**config.mk**
```make
export PLATFORM = sky130hd
export DESIGN_NAME = seg_mux_display
export DESIGN_NICKNAME = d
export VERILOG_FILES = /design/src/rtl/seg_mux_display_pkg.sv /design/src/rtl/hex7seg_decode.sv /design/src/rtl/seg_mux_display.sv
export SDC_FILE = /design/constraint.sdc
export NUM_CORES = 1
export LEC_CHECK = 0
export CORE_MARGIN = 2
export CORE_UTILIZATION = 61
export DETAILED_ROUTE_END_ITERATION = 16
export GPL_TIMING_DRIVEN = 0
export PLACE_DENSITY_LB_ADDON = 0.15
export SLEW_MARGIN = 20
export SYNTH_ARGS = -nofsm -noshare
export SYNTH_HDL_FRONTEND = slang
export SYNTH_HIERARCHICAL = 1
export SYNTH_SLANG_ARGS = --single-unit
```
**constraint.sdc**
```tcl
create_clock -name clk -period 5.1 [get_ports clk]
set_input_delay 1.275 -clock clk [delete_from_list [all_inputs] [get_ports clk]]
set_output_delay 1.275 -clock clk [all_outputs]
set_load 0.03 [all_outputs]
```
**src/rtl/seg_mux_display_pkg.sv**
```systemverilog
// rtl/seg_mux_display_pkg.sv - shared constants and helpers for the 7-segment display driver
package seg_mux_display_pkg;

    // All segments dark (active-low)
    localparam logic [6:0] SEG_BLANK = 7'h7F;

    // Active-low hex glyphs, bit i drives segment i (a..g), indexed by nibble value
    localparam logic [6:0] GLYPH_TABLE [16] = '{
        7'h40, 7'h79, 7'h24, 7'h30, 7'h19, 7'h12, 7'h02, 7'h78,
        7'h00, 7'h10, 7'h08, 7'h03, 7'h46, 7'h21, 7'h06, 7'h0E
    };

    // Counter width for a modulus of n (never narrower than one bit)
    function automatic int bits_for(input int n);
        return (n > 1) ? $clog2(n) : 1;
    endfunction

endpackage

```
**src/rtl/hex7seg_decode.sv**
```systemverilog
// rtl/hex7seg_decode.sv - nibble to active-low 7-segment glyph lookup
module hex7seg_decode
    import seg_mux_display_pkg::*;
(
    input  logic [3:0] nibble,
    output logic [6:0] seg
);

    // Pure table lookup, no blanking here
    assign seg = GLYPH_TABLE[nibble];

endmodule

```
**src/rtl/seg_mux_display.sv**
```systemverilog
// rtl/seg_mux_display.sv - time-multiplexed common-anode 7-segment display driver
module seg_mux_display
    import seg_mux_display_pkg::*;
#(
    parameter int NUM_DIGITS  = 4,
    parameter int REFRESH_DIV = 100000,
    parameter int GUARD       = 2
) (
    input  logic                    clk,
    input  logic                    rst_n,
    input  logic [4*NUM_DIGITS-1:0] value,
    input  logic [NUM_DIGITS-1:0]   dp,
    input  logic                    load,
    input  logic                    enable,
    input  logic                    lz_en,
    output logic [6:0]              seg,
    output logic                    dp_n,
    output logic [NUM_DIGITS-1:0]   an,
    output logic                    frame_done
);

    localparam int CNT_W = bits_for(REFRESH_DIV);
    localparam int IDX_W = bits_for(NUM_DIGITS);
    localparam logic [CNT_W-1:0] CNT_LAST  = CNT_W'(REFRESH_DIV - 1);
    localparam logic [CNT_W-1:0] CNT_GUARD = CNT_W'(GUARD);
    localparam logic [IDX_W-1:0] IDX_LAST  = IDX_W'(NUM_DIGITS - 1);

    logic [CNT_W-1:0]          cnt;
    logic [IDX_W-1:0]          idx;
    logic                      tick;
    logic                      wrap;
    logic                      wrap_d;
    logic [4*NUM_DIGITS-1:0]   shadow_val;
    logic [NUM_DIGITS-1:0]     shadow_dp;
    logic [4*NUM_DIGITS-1:0]   disp_val;
    logic [NUM_DIGITS-1:0]     disp_dp;
    logic                      pending;
    logic [NUM_DIGITS-1:0]     zero_from;
    logic                      zero_above;
    logic [NUM_DIGITS-1:0]     an_sel;
    logic [3:0]                nibble;
    logic                      dp_sel;
    logic                      blank;
    logic                      in_guard;
    logic [6:0]                glyph_raw;

    assign tick     = (cnt == CNT_LAST);
    assign wrap     = tick && (idx == IDX_LAST);
    assign in_guard = (GUARD > 0) && (cnt < CNT_GUARD);

    // Free-running slot prescaler and digit index; enable never stalls them
    always_ff @(posedge clk or negedge rst_n) begin
        if (!rst_n) begin
            cnt <= '0;
            idx <= '0;
        end else if (tick) begin
            cnt <= '0;
            idx <= wrap ? '0 : idx + 1'b1;
        end else begin
            cnt <= cnt + 1'b1;
        end
    end

    // Shadow capture; display only changes at a frame wrap (load on the wrap bypasses the shadow)
    always_ff @(posedge clk or negedge rst_n) begin
        if (!rst_n) begin
            shadow_val <= '0;
            shadow_dp  <= '0;
            disp_val   <= '0;
            disp_dp    <= '0;
            pending    <= 1'b0;
        end else begin
            if (load) begin
                shadow_val <= value;
                shadow_dp  <= dp;
            end
            if (load && wrap) begin
                disp_val <= value;
                disp_dp  <= dp;
                pending  <= 1'b0;
            end else if (load) begin
                pending <= 1'b1;
            end else if (wrap && pending) begin
                disp_val <= shadow_val;
                disp_dp  <= shadow_dp;
                pending  <= 1'b0;
            end
        end
    end

    // Digit select, nibble/dp mux and leading-zero detection for the current slot
    always_comb begin
        zero_above = 1'b1;
        zero_from  = '0;
        an_sel     = '0;
        nibble     = 4'h0;
        dp_sel     = 1'b0;
        blank      = 1'b0;
        for (int i = NUM_DIGITS - 1; i >= 0; i--) begin
            zero_above   = zero_above && (disp_val[4*i +: 4] == 4'h0);
            zero_from[i] = zero_above;
        end
        for (int i = 0; i < NUM_DIGITS; i++) begin
            if (idx == IDX_W'(i)) begin
                an_sel[i] = 1'b1;
                nibble    = disp_val[4*i +: 4];
                dp_sel    = disp_dp[i];
                blank     = lz_en && (i != 0) && zero_from[i];
            end
        end
    end

    hex7seg_decode u_decode (
        .nibble (nibble),
        .seg    (glyph_raw)
    );

    // Registered pin drivers; frame_done is delayed so it lines up with digit 0's first output cycle
    always_ff @(posedge clk or negedge rst_n) begin
        if (!rst_n) begin
            an         <= '1;
            seg        <= SEG_BLANK;
            dp_n       <= 1'b1;
            wrap_d     <= 1'b0;
            frame_done <= 1'b0;
        end else begin
            an         <= (enable && !in_guard) ? ~an_sel : '1;
            seg        <= (enable && !blank) ? glyph_raw : SEG_BLANK;
            dp_n       <= ~(enable & dp_sel);
            wrap_d     <= wrap;
            frame_done <= wrap_d;
        end
    end

endmodule

```
==> impl_metrics.toml, run 1 <==
[drt]
final_antenna_net_count = 0
drt_wl_cell_um = 15.90
dr.pass1.iters = 4
total_wire_length_um = 6838
dr_total_vias = 2414
drcViolationCount = 0
initialDrtViolationCount = 120
drt-vias-per-instance = 5.614

[synth]
syn-instance-count = 304
netlist_area_sq_um = 3578
postSynth.asyncResetShare_pct = 100.0
ys_seq_area_share_pct = 52.17
ys_warn_count = 6
synthTopCellsByArea = "sky130_fd_sc_hd__dfrtp_1 (43%), sky130_fd_sc_hd__dfstp_2 (8.8%), sky130_fd_sc_hd__mux2_2 (8.5%)"
postSynthAreaPerCell_sq_um = 11.77
synth-main-ff-cell = "sky130_fd_sc_hd__dfrtp_1"
synth_top_area_share_pct = 43.36
yosysTopAreaCell = "sky130_fd_sc_hd__dfrtp_1"
yosys_register_bits = 74
syn-num-nets = 341
ys_types = 52
synth_enable_flop_cells = 0

[final_layout]
finish.net_count = 390
util_after_layout_pct = 76.99
finished_layout_cells = 430
diodes = 0
design_area_sq_um = 4292
filler_cell_count = 394
synthToLayoutAreaGrowth_pct = 19.93
final_layout_size_suffix_gt1_share_pct = 22.91

[cts]
cts_resized = 0
cts_tree = "yes"
ctsHtreeMaxLevel = 3
holdBufCountCts = 0
number_of_cts_inserted_buffers = 9
cts.path.max_buffers = 2
clk_transition_reported_paths_ps = 80
cts_num_sinks = 74
clkLatencyLatePin_ps = 350
root_buffer_cell = "sky130_fd_sc_hd__clkbuf_8"
post-cts-setup-buffer-count = 0

[sta]
min_cycle_time_layout_ps = 3343
period_share_pct = 65.56
timing.fmax_mhz = 299.1
final_hold_viol_count = 0
finalClockSkew_ps = 5.127
fin_worst_hold_slack_ps = 363.5
max_slew.worst_pin.slew_ps = 809.6
timing.setup.tns_ps = 0
max-slew-margin-rel_pct = 45.45
rsz0062_at_grt = "no"
layout_setup_ws_ps = 1757
report.final.slew_viol_count = 0
setup_violation_total_in_the_final_timing_report = 0

[worst_setup_path]
critPathKind = "reg -> reg"
worst_path_largest_cell_delay_ps = 640
cp_common_cell = "sky130_fd_sc_hd__inv_1"
cp_slowest_cell = "sky130_fd_sc_hd__o21ai_0"
required_ps = 5380
start_kind = "flip-flop"
cpLargestDelayFamily = "compound AO/OA/AOI/OAI gates"
timing.critical_path.cells = "inv_1, ha_1, clkbuf_1, nand3b_1, a21oi_1, a21oi_1, o21ai_0, inv_1, ha_1, inv_1, mux4_2, or2_2"
worst_path_bufs_invs = 4
cp_data_arrival_time_ps = 3620
cp_capture_type = "flip-flop"
biggest_fanout_along_the_worst_timing_path = 10

[die]
core_sq_um = 5574
die_w_um = 80.59
initial_core_util_pct = 64.20
floorplan.rows = 27
die_height_um = 80.59
ios = 38
dieArea_sq_um = 6495

[global_routing]
grt_max_degree = 55
global_route.usage.total_pct = 23.85
grt_antenna_before_repair = 0
first_global_vias = 2415
globalRoute.totalOverflow = 0
wire_length_of_the_first_global_routing_pass_um = 11650

[place]
placement.io_buffers = 37
place.gp.congestion = 0.8431
placedCellCount = 414
hpwlAfterDp_um = 4891
placement.cell_area_sq_um = 4064
preCtsSetupSlack_ps = 1816

[pwr]
power.combinational.fraction_pct = 6.8
intPower_uw = 940.3
net-switching-power_uw = 264.2
final_total_power_mw = 1.204
p_seq_share_pct = 50.9
clock_power_share_pct = 42.4
max-vdd-ir-drop_mv = 0.1814
sw_frac_of_total_pct = 21.93
power_density_over_the_cells_nw_per_um2 = 280.6
reported_leakage_power_nw = 1.832

[run]
cap_violations = 0

[min_path]
holdCritPathClass = "reg -> reg"

[run_status]
outcome = "complete, no violations"
==> path summary, 6_finish.rpt <==
path / slack (ps) / cells after the start / to / from
min: 360 / 0 / frame_done$_DFF_PN0_ / wrap_d$_DFF_PN0_
min in group asynchronous: 800 / 1 / shadow_val[9]$_DFFE_PN0P_ / rst_n
max reg2reg: 1760 / 12 / seg[3]$_DFF_PN1_ / idx[1]$_DFFE_PN0N_
min reg2reg: 360 / 0 / frame_done$_DFF_PN0_ / wrap_d$_DFF_PN0_
max in group asynchronous: 3700 / 2 / dp_n$_DFF_PN1_ / rst_n
max: 1760 / 12 / seg[3]$_DFF_PN1_ / idx[1]$_DFFE_PN0N_
==> cell families (layout without fill, tap and decap cells) <==
family                     count (synthesis)  in the layout  synth area share (%)
AOI/OAI and AO/OA                         35             35                 6.259
muxes                                     46             46                 15.00
adders and majority gates                 12             12                 4.196
buffers and inverters                     18             72                 3.182
DFF                                       74             74                 52.17
and+or+nand+nor                          105            105                 15.77
xor gates and xnor gates                  14             14                 3.427
==> sequential cells by signal (all words and copies together), names as in the netlist, 2 cells and up <==
name,count
shadow_dp,4
disp_val,16
cnt,17
idx,2
disp_dp,4
seg,7
shadow_val,16
an,4
==> cell type report <==
type / instances / area (sq um) / area share (%)
buffer: 13 / 95.09 / 2.216
inverter: 5 / 18.77 / 0.4373
timing repair buffer: 38 / 395.4 / 9.213
sequential: 74 / 1867 / 43.50
clock buffer: 10 / 137.6 / 3.207
clock inverter: 6 / 90.09 / 2.099
multi-input combinational: 212 / 1598 / 37.23
tap: 72 / 90.09 / 2.099
==> cell usage in the layout, fill, tap and decap left out, types with 5 or more instances in the layout <==
| master | synthesis | layout |
|---|---|---|
| sky130_fd_sc_hd__inv_1 | 5 | 5 |
| sky130_fd_sc_hd__xor2_1 | 7 | 7 |
| sky130_fd_sc_hd__nand3_1 | 8 | 8 |
| sky130_fd_sc_hd__mux2i_1 | 12 | 12 |
| sky130_fd_sc_hd__ha_1 | 12 | 12 |
| sky130_fd_sc_hd__mux2_2 | 27 | 27 |
| sky130_fd_sc_hd__dfstp_2 | 12 | 12 |
| sky130_fd_sc_hd__nor3_1 | 5 | 5 |
| sky130_fd_sc_hd__clkbuf_1 | 6 | 6 |
| sky130_fd_sc_hd__nand2_1 | 27 | 27 |
| sky130_fd_sc_hd__nand4_1 | 5 | 5 |
| sky130_fd_sc_hd__nor2_1 | 20 | 20 |
| sky130_fd_sc_hd__a21oi_1 | 10 | 10 |
| sky130_fd_sc_hd__nand2b_1 | 7 | 7 |
| sky130_fd_sc_hd__o21ai_0 | 8 | 8 |
| sky130_fd_sc_hd__dfrtp_1 | 62 | 62 |
| sky130_fd_sc_hd__clkbuf_8 | 0 | 10 |
| sky130_fd_sc_hd__xnor2_1 | 7 | 7 |
| sky130_fd_sc_hd__or2_2 | 7 | 7 |
| sky130_fd_sc_hd__clkdlybuf4s50_1 | 0 | 36 |
| sky130_fd_sc_hd__mux2_4 | 6 | 6 |
==> cells in the mapped netlist, drive strengths merged, types with 5 or more instances <==
master and n:
mux2 33, nand2b 7, or2 7, nand4 5
nor3 5, nor2 20, a21oi 10, ha 12
clkbuf 6, mux2i 12, o21ai 10, dfstp 12
xor2 7, xnor2 7, nand2 27, dfrtp 62
inv 5, buf 7, nand3 8
==> power groups by stage <==
| stage | Sequential, mW | Combinational [mW] | Clock, mW |
|---|---|---|---|
| after floorplan | 0.629 | 0.0308 | 0 |
| after global placement | 0.623 | 0.0788 | 0 |
| after detailed placement | 0.624 | 0.0832 | 0 |
| after CTS | 0.613 | 0.0834 | 0.522 |
| after global routing | 0.615 | 0.0897 | 0.547 |
| final | 0.613 | 0.0816 | 0.510 |
==> layer usage <==
| metal | vias up | wire (um) | track usage, % |
|---|---|---|---|
| met5 | - | 0 | 0 |
| met4 | 0 | 142 | 8.983 |
| met3 | 13 | 220 | 5.955 |
| met2 | 48 | 3319 | 38.08 |
| met1 | 1186 | 3156 | 31.51 |
| li1 | 1167 | - | - |
Power figures use the tool's default switching activity.
==> run 2: changes to the inputs <==
--- a/config.mk
+++ b/config.mk
@@ -6,7 +6,7 @@
 export NUM_CORES = 1
 export LEC_CHECK = 0
 export CORE_MARGIN = 2
-export CORE_UTILIZATION = 61
+export CORE_UTILIZATION = 51
 export DETAILED_ROUTE_END_ITERATION = 16
 export GPL_TIMING_DRIVEN = 0
 export PLACE_DENSITY_LB_ADDON = 0.15
==> constraint.sdc (replaced) <==
create_clock -name clk -period 3.07 [get_ports clk]
set_input_delay 0.7675 -clock clk [delete_from_list [all_inputs] [get_ports clk]]
set_output_delay 0.7675 -clock clk [all_outputs]
set_load 0.03 [all_outputs]
==> run 2 against run 1 <==
Net effect: final area increased by 1.0%; flip-flop and latch count unchanged; clock power grew 68%; global-route usage down 4.8 points; via count shrank 1.7%; critical path type unchanged; largest power group unchanged; highest routed layer unchanged.
==> impl_metrics.toml, run 2 (synthesis results as in run 1) <==
[pwr]
max-vdd-ir-drop_mv = 0.3191
power_density_over_the_cells_nw_per_um2 = 463.1
reported_leakage_power_nw = 1.841

[place]
preCtsSetupSlack_ps = -243.5
placement.io_buffers = 37
place.gp.congestion = 0.8199
hpwlAfterDp_um = 4701
placement.cell_area_sq_um = 4086

[final_layout]
util_after_layout_pct = 63.81
final_layout_size_suffix_gt1_share_pct = 23.89
max_flop_register = "cnt"
synthToLayoutAreaGrowth_pct = 21.15
filler_cell_count = 554
design_area_sq_um = 4335
finish.net_count = 392
largest_registers = "cnt x17, disp_val x16, shadow_val x16"
diodes = 0
number_of_flip_flops_in_the_largest_register = 17
mostFrequentLayoutCells = "sky130_fd_sc_hd__dfrtp_1 (62), sky130_fd_sc_hd__clkdlybuf4s50_1 (36), sky130_fd_sc_hd__nand2_1 (27), sky130_fd_sc_hd__mux2_2 (27), sky130_fd_sc_hd__nor2_1 (20)"
layout_commonest_cell = "sky130_fd_sc_hd__dfrtp_1"

[drt]
dr.pass1.iters = 4
final_antenna_net_count = 0
drt-vias-per-instance = 5.202
total_wire_length_um = 6678
drcViolationCount = 0
drt_wl_cell_um = 14.64
initialDrtViolationCount = 74
dr_total_vias = 2372

[worst_setup_path]
biggest_fanout_along_the_worst_timing_path = 10
cpLargestDelayFamily = "compound AO/OA/AOI/OAI gates"
cp_common_cell = "sky130_fd_sc_hd__inv_1"
start_kind = "flip-flop"
cp_capture_type = "flip-flop"
reg2reg_from = "idx[1]$_DFFE_PN0N_"
critPathKind = "reg -> reg"
timing.critical_path.cells = "inv_1, ha_1, clkbuf_1, nand3b_1, a21oi_1, a21oi_1, o21ai_2, inv_1, ha_1, inv_1, mux4_2, or2_2"
cp-startpoint = "idx[1]$_DFFE_PN0N_"
cp_slowest_cell = "sky130_fd_sc_hd__mux4_2"
cp_data_arrival_time_ps = 3120
worst_path_largest_cell_delay_ps = 440
required_ps = 3350
worst_path_bufs_invs = 4

[sta]
layout_setup_ws_ps = 223.5
period_share_pct = 92.72
rsz0062_at_grt = "no"
timing.setup.tns_ps = 0
max_slew.worst_pin.slew_ps = 821.4
max-slew-margin-rel_pct = 44.82
setup_violation_total_in_the_final_timing_report = 0
report.final.slew_viol_count = 0
finalClockSkew_ps = 7.371
min_cycle_time_layout_ps = 2846
final_hold_viol_count = 0
timing.fmax_mhz = 351.3

[die]
core_sq_um = 6794
dieArea_sq_um = 7703
floorplan.rows = 30
ios = 38
die_height_um = 87.77
initial_core_util_pct = 52.67
die_w_um = 87.77

[cts]
clkLatencyLatePin_ps = 350
cts.path.max_buffers = 2
cts_tree = "yes"
cts_num_sinks = 74
clk_transition_reported_paths_ps = 80
ctsHtreeMaxLevel = 3
root_buffer_cell = "sky130_fd_sc_hd__clkbuf_8"
number_of_cts_inserted_buffers = 9

[min_path]
worst_hold_startpoint = "wrap_d$_DFF_PN0_"
holdCritPathClass = "reg -> reg"

[global_routing]
first_global_vias = 2246
wire_length_of_the_first_global_routing_pass_um = 11080
globalRoute.totalOverflow = 0
grt_max_degree = 39
grt_antenna_before_repair = 0
global_route.usage.total_pct = 19.02

[run_status]
outcome = "complete, no violations"

[run]
cap_violations = 0
run 2: cell types whose count changed in the layout (fill, tap and decap cells not counted):
cell and change:
sky130_fd_sc_hd__buf_4 +2, sky130_fd_sc_hd__clkinv_4 -2, sky130_fd_sc_hd__o21ai_0 -2, sky130_fd_sc_hd__o21ai_2 +2, sky130_fd_sc_hd__buf_12 +1, sky130_fd_sc_hd__buf_16 -1, sky130_fd_sc_hd__clkinvlp_4 +1, sky130_fd_sc_hd__inv_6 +1
run 2: what timing repair did:
| action | in CTS | in global routing |
|---|---|---|
| gates cloned | 0 | 0 |
| resized for setup | 3 | 1 |
| setup buffers | 0 | 2 |
| pin swaps | 0 | 1 |
| hold buffers | 0 | 0 |
| setup endpoints to repair | 3 | 3 |
run 2: worst paths after layout:
check | to | slack [ps] | cells after the start
setup reg to reg | seg[3]$_DFF_PN1_ | 220 | 12
hold / removal | frame_done$_DFF_PN0_ | 360 | 0
setup / recovery | seg[3]$_DFF_PN1_ | 220 | 12
max in group asynchronous | an[0]$_DFF_PN1_ | 2080 | 2
min in group asynchronous | shadow_val[7]$_DFFE_PN0P_ | 370 | 1
hold reg to reg | frame_done$_DFF_PN0_ | 360 | 0
run 2: area by class of cell:
type                       count  area, sq um  area share (%)
tap                           96        120.1           2.771
multi-input combinational    212         1605           37.03
buffer                        13        95.09           2.193
clock inverter                 6        88.84           2.049
sequential                    74         1867           43.06
inverter                       5        18.77          0.4329
timing repair buffer          40        402.9           9.293
clock buffer                  10        137.6           3.175
run 2: worst register-to-register path: stages (launching register included):
cell and delay [ps]:
sky130_fd_sc_hd__dfrtp_1 370, sky130_fd_sc_hd__inv_1 80, sky130_fd_sc_hd__ha_1 190, sky130_fd_sc_hd__clkbuf_1 190, sky130_fd_sc_hd__nand3b_1 200, sky130_fd_sc_hd__a21oi_1 150
sky130_fd_sc_hd__a21oi_1 80, sky130_fd_sc_hd__o21ai_2 290, sky130_fd_sc_hd__inv_1 150, sky130_fd_sc_hd__ha_1 300, sky130_fd_sc_hd__inv_1 50, sky130_fd_sc_hd__mux4_2 440
sky130_fd_sc_hd__or2_2 300
run 2: per-stage QoR:
step                      hold slack, ps  instances  total power [mW]
after detailed placement           335.7        438             1.173
after global routing               369.7        456             2.092
after floorplan                    331.2        304             1.096
final                              362.1        456             2.008
after CTS                          364.5        454             2.025
after global placement             341.4        437             1.167
run 2: metal layers:
layer	vias to the layer above	GRT usage (%)	part of all wire, %
met3	5	4.807	3.2
li1	1164	-	-
met4	0	6.294	0.94
met2	36	29.13	47
met1	1167	26.64	48
met5	-	0	0
run 2: power by group:
group | total, mW | switching [mW] | internal [mW] | leakage, nW
clock network | 0.856 | 0.375 | 0.481 | 0.109
logic | 0.134 | 0.0623 | 0.0716 | 0.810
registers | 1.02 | 0.00900 | 1.01 | 0.922
==> run 3: changes to the inputs <==
--- a/config.mk
+++ b/config.mk
@@ -5,10 +5,11 @@
 export SDC_FILE = /design/constraint.sdc
 export NUM_CORES = 1
 export LEC_CHECK = 0
+export ABC_AREA = 1
+export CORE_ASPECT_RATIO = 0.6
 export CORE_MARGIN = 2
 export CORE_UTILIZATION = 51
 export DETAILED_ROUTE_END_ITERATION = 16
-export GPL_TIMING_DRIVEN = 0
 export PLACE_DENSITY_LB_ADDON = 0.15
 export SLEW_MARGIN = 20
 export SYNTH_ARGS = -nofsm -noshare
==> run 3 against run 2 <==
Net effect: flip-flop and latch count unchanged; total power up 13%; sequential share of layout area down 1.8 points; clock power up 32%; critical path type unchanged; global-route usage up 3.8 points; clock-buffer cell count up 1; core utilization down 0.96 points; routed wire length up 23%; via count up 31%; first-iteration DRC count rose to 3.6 times the previous value; critical endpoint unchanged.
==> impl_metrics.toml, run 3 <==
[run_status]
outcome = "complete, no violations"

[global_routing]
grt_max_degree = 75
global_route.usage.total_pct = 22.82
grt.met2_usage_pct = 28.24
groute.layer.met1.usage_pct = 35.76
grt_antenna_before_repair = 0
grt_busiest_layer = "met1"
wire_length_of_the_first_global_routing_pass_um = 14080
first_global_vias = 2842
grtUsageMet3_pct = 8.767
globalRoute.totalOverflow = 0

[die]
core_sq_um = 7207
floorplan.rows = 24
dieArea_sq_um = 8098
die_height_um = 70.51
die_w_um = 114.8
ios = 38
initial_core_util_pct = 52.17

[synth]
ys_warn_count = 6
yosysMostFrequentCell = "sky130_fd_sc_hd__nand2_1"
ys_top_cells_by_count = "sky130_fd_sc_hd__nand2_1 (145), sky130_fd_sc_hd__inv_1 (65), sky130_fd_sc_hd__dfrtp_1 (62)"
postSynth.asyncResetShare_pct = 100.0
syn-instance-count = 471
syn-num-nets = 508
ys_seq_area_share_pct = 49.65
ys_types = 31
synth_top_area_share_pct = 41.26
netlist_area_sq_um = 3760
postSynthAreaPerCell_sq_um = 7.983
synth-main-ff-cell = "sky130_fd_sc_hd__dfrtp_1"
yosys_register_bits = 74
synthTopCellsByArea = "sky130_fd_sc_hd__dfrtp_1 (41%), sky130_fd_sc_hd__nand2_1 (14%), sky130_fd_sc_hd__dfstp_2 (8.4%)"
yosysTopAreaCell = "sky130_fd_sc_hd__dfrtp_1"
synth_enable_flop_cells = 0

[cts]
cts_tree = "yes"
number_of_cts_inserted_buffers = 9
cts.path.max_buffers = 2
clkLatencyLatePin_ps = 340
root_buffer_cell = "sky130_fd_sc_hd__clkbuf_16"
ctsHtreeMaxLevel = 3
clk_transition_reported_paths_ps = 60
post-cts-setup-buffer-count = 0
holdBufCountCts = 0
cts_num_sinks = 74

[run]
cap_violations = 0

[sta]
max_slew.worst_pin.slew_ps = 595.6
timing.setup.tns_ps = 0
report.final.slew_viol_count = 0
final_hold_viol_count = 0
finalClockSkew_ps = 7.268
period_share_pct = 85.05
timing.fmax_mhz = 383.0
max-slew-margin-rel_pct = 59.88
min_cycle_time_layout_ps = 2611
setup_violation_total_in_the_final_timing_report = 0
rsz0062_at_grt = "no"

[drt]
drt-vias-per-instance = 5.111
dr_total_vias = 3097
dr.pass1.iters = 5
drt_wl_cell_um = 13.58
total_wire_length_um = 8229
drcViolationCount = 0
final_antenna_net_count = 0
initialDrtViolationCount = 264

[final_layout]
multi_input_comb_area_sq_um = 1528
finish.net_count = 547
largest_registers = "cnt x17, disp_val x16, shadow_val x16"
diodes = 0
max_flop_register = "cnt"
layout_commonest_cell = "sky130_fd_sc_hd__nand2_1"
number_of_flip_flops_in_the_largest_register = 17
sequential_cell_area_sq_um = 1867
mostFrequentLayoutCells = "sky130_fd_sc_hd__nand2_1 (145), sky130_fd_sc_hd__inv_1 (65), sky130_fd_sc_hd__dfrtp_1 (62)"
synthToLayoutAreaGrowth_pct = 20.47
filler_cell_count = 633
util_after_layout_pct = 62.85
final_layout_size_suffix_gt1_share_pct = 10.10

[pwr]
max-vdd-ir-drop_mv = 0.3874
intPower_mw = 1.790
power_density_over_the_cells_nw_per_um2 = 500.2
reported_leakage_power_nw = 2.293
clock_power_share_pct = 49.8
power.combinational.fraction_pct = 5.4
net-switching-power_uw = 475.8
sw_frac_of_total_pct = 21.00
p_seq_share_pct = 44.8
final_total_power_mw = 2.266

[worst_setup_path]
required_ps = 3300
start_kind = "flip-flop"
cp_capture_type = "flip-flop"
cp_data_arrival_time_ps = 2840
critPathKind = "reg -> reg"
reg2reg_from = "idx[0]$_DFFE_PN0N_"
biggest_fanout_along_the_worst_timing_path = 9
cp-startpoint = "idx[0]$_DFFE_PN0N_"

[place]
place.gp.congestion = 0.9043
hpwlAfterDp_um = 5821
placement.io_buffers = 37

[min_path]
holdCritPathClass = "reg -> reg"
worst_hold_startpoint = "wrap_d$_DFF_PN0_"
[run 3: repair_timing]
| item | 4_1_cts | 5_1_grt |
|---|---|---|
| resized for setup | 0 | 1 |
| endpoints found under the setup margin | 0 | 1 |
| hold endpoints to repair | 0 | 0 |
[run 3: worst paths after layout]
kind / end / slack, ps / cells after the start
min in group asynchronous: shadow_dp[3]$_DFFE_PN0P_ / 450 / 2
hold / removal: frame_done$_DFF_PN0_ / 360 / 0
hold reg to reg: frame_done$_DFF_PN0_ / 360 / 0
setup reg to reg: seg[3]$_DFF_PN1_ / 460 / 10
setup / recovery: seg[3]$_DFF_PN1_ / 460 / 10
max in group asynchronous: seg[6]$_DFF_PN1_ / 2270 / 2
[run 3: per-layer routing]
metal | vias to the layer above | routed length, um
met2 | 114 | 3067
met3 | 9 | 736
met5 | - | 0
met1 | 1432 | 4315
li1 | 1542 | -
met4 | 0 | 109
[run 3: final cells by class]
type,count,share of cell area (%)
inverters,76,6.298
flip-flops and latches,74,41.22
multi-input cells,307,33.73
clock buffers,11,5.359
clock inverters,5,1.713
well taps,91,2.514
repair buffers,42,9.171
[run 3: power groups by stage]
stage          Sequential, mW  Clock (mW)  Combinational (mW)
6_report                 1.01        1.13               0.122
5_1_grt                  1.02        1.19               0.139
4_1_cts                  1.02        1.15               0.125
3_5_place_dp             1.03           0               0.124
3_3_place_gp             1.03           0               0.122
2_1_floorplan            1.04           0              0.0420
[run 3: worst max-delay path: stages, from the launching register on]
cell                      delay (ps)
sky130_fd_sc_hd__dfrtp_1         420
sky130_fd_sc_hd__ha_1            440
sky130_fd_sc_hd__inv_2           180
sky130_fd_sc_hd__o21ai_0         540
sky130_fd_sc_hd__inv_1           230
sky130_fd_sc_hd__ha_1            360
sky130_fd_sc_hd__nand2_1          60
sky130_fd_sc_hd__nand3_1          80
sky130_fd_sc_hd__nand2_1          60
sky130_fd_sc_hd__inv_1            60
sky130_fd_sc_hd__nand3_1          80
[run 3: stage by stage]
| step | setup slack [ps] | instances | cell area, sq um | hold WS [ps] |
|---|---|---|---|---|
| 2_1_floorplan | 987.0 | 471 | 3760 | 331.2 |
| 3_3_place_gp | 460.1 | 590 | 4209 | 340.4 |
| 3_5_place_dp | 375.5 | 590 | 4209 | 349.8 |
| 4_1_cts | 345.1 | 606 | 4529 | 362.9 |
| 5_1_grt | 160.8 | 606 | 4529 | 375.7 |
| 6_report | 459.0 | 606 | 4529 | 356.9 |
[run 3: cell families (layout without fill, tap and decap cells)]
kind of cell,after synthesis,in the layout,share of synthesized area [%]
buffers and inverters,90,134,9.717
AO/OA/AOI/OAI,40,40,5.724
AND/OR/NAND/NOR,246,246,28.82
XOR/XNOR,9,9,2.097
flip-flops,74,74,49.65
adder cells (fa/ha/maj),12,12,3.993
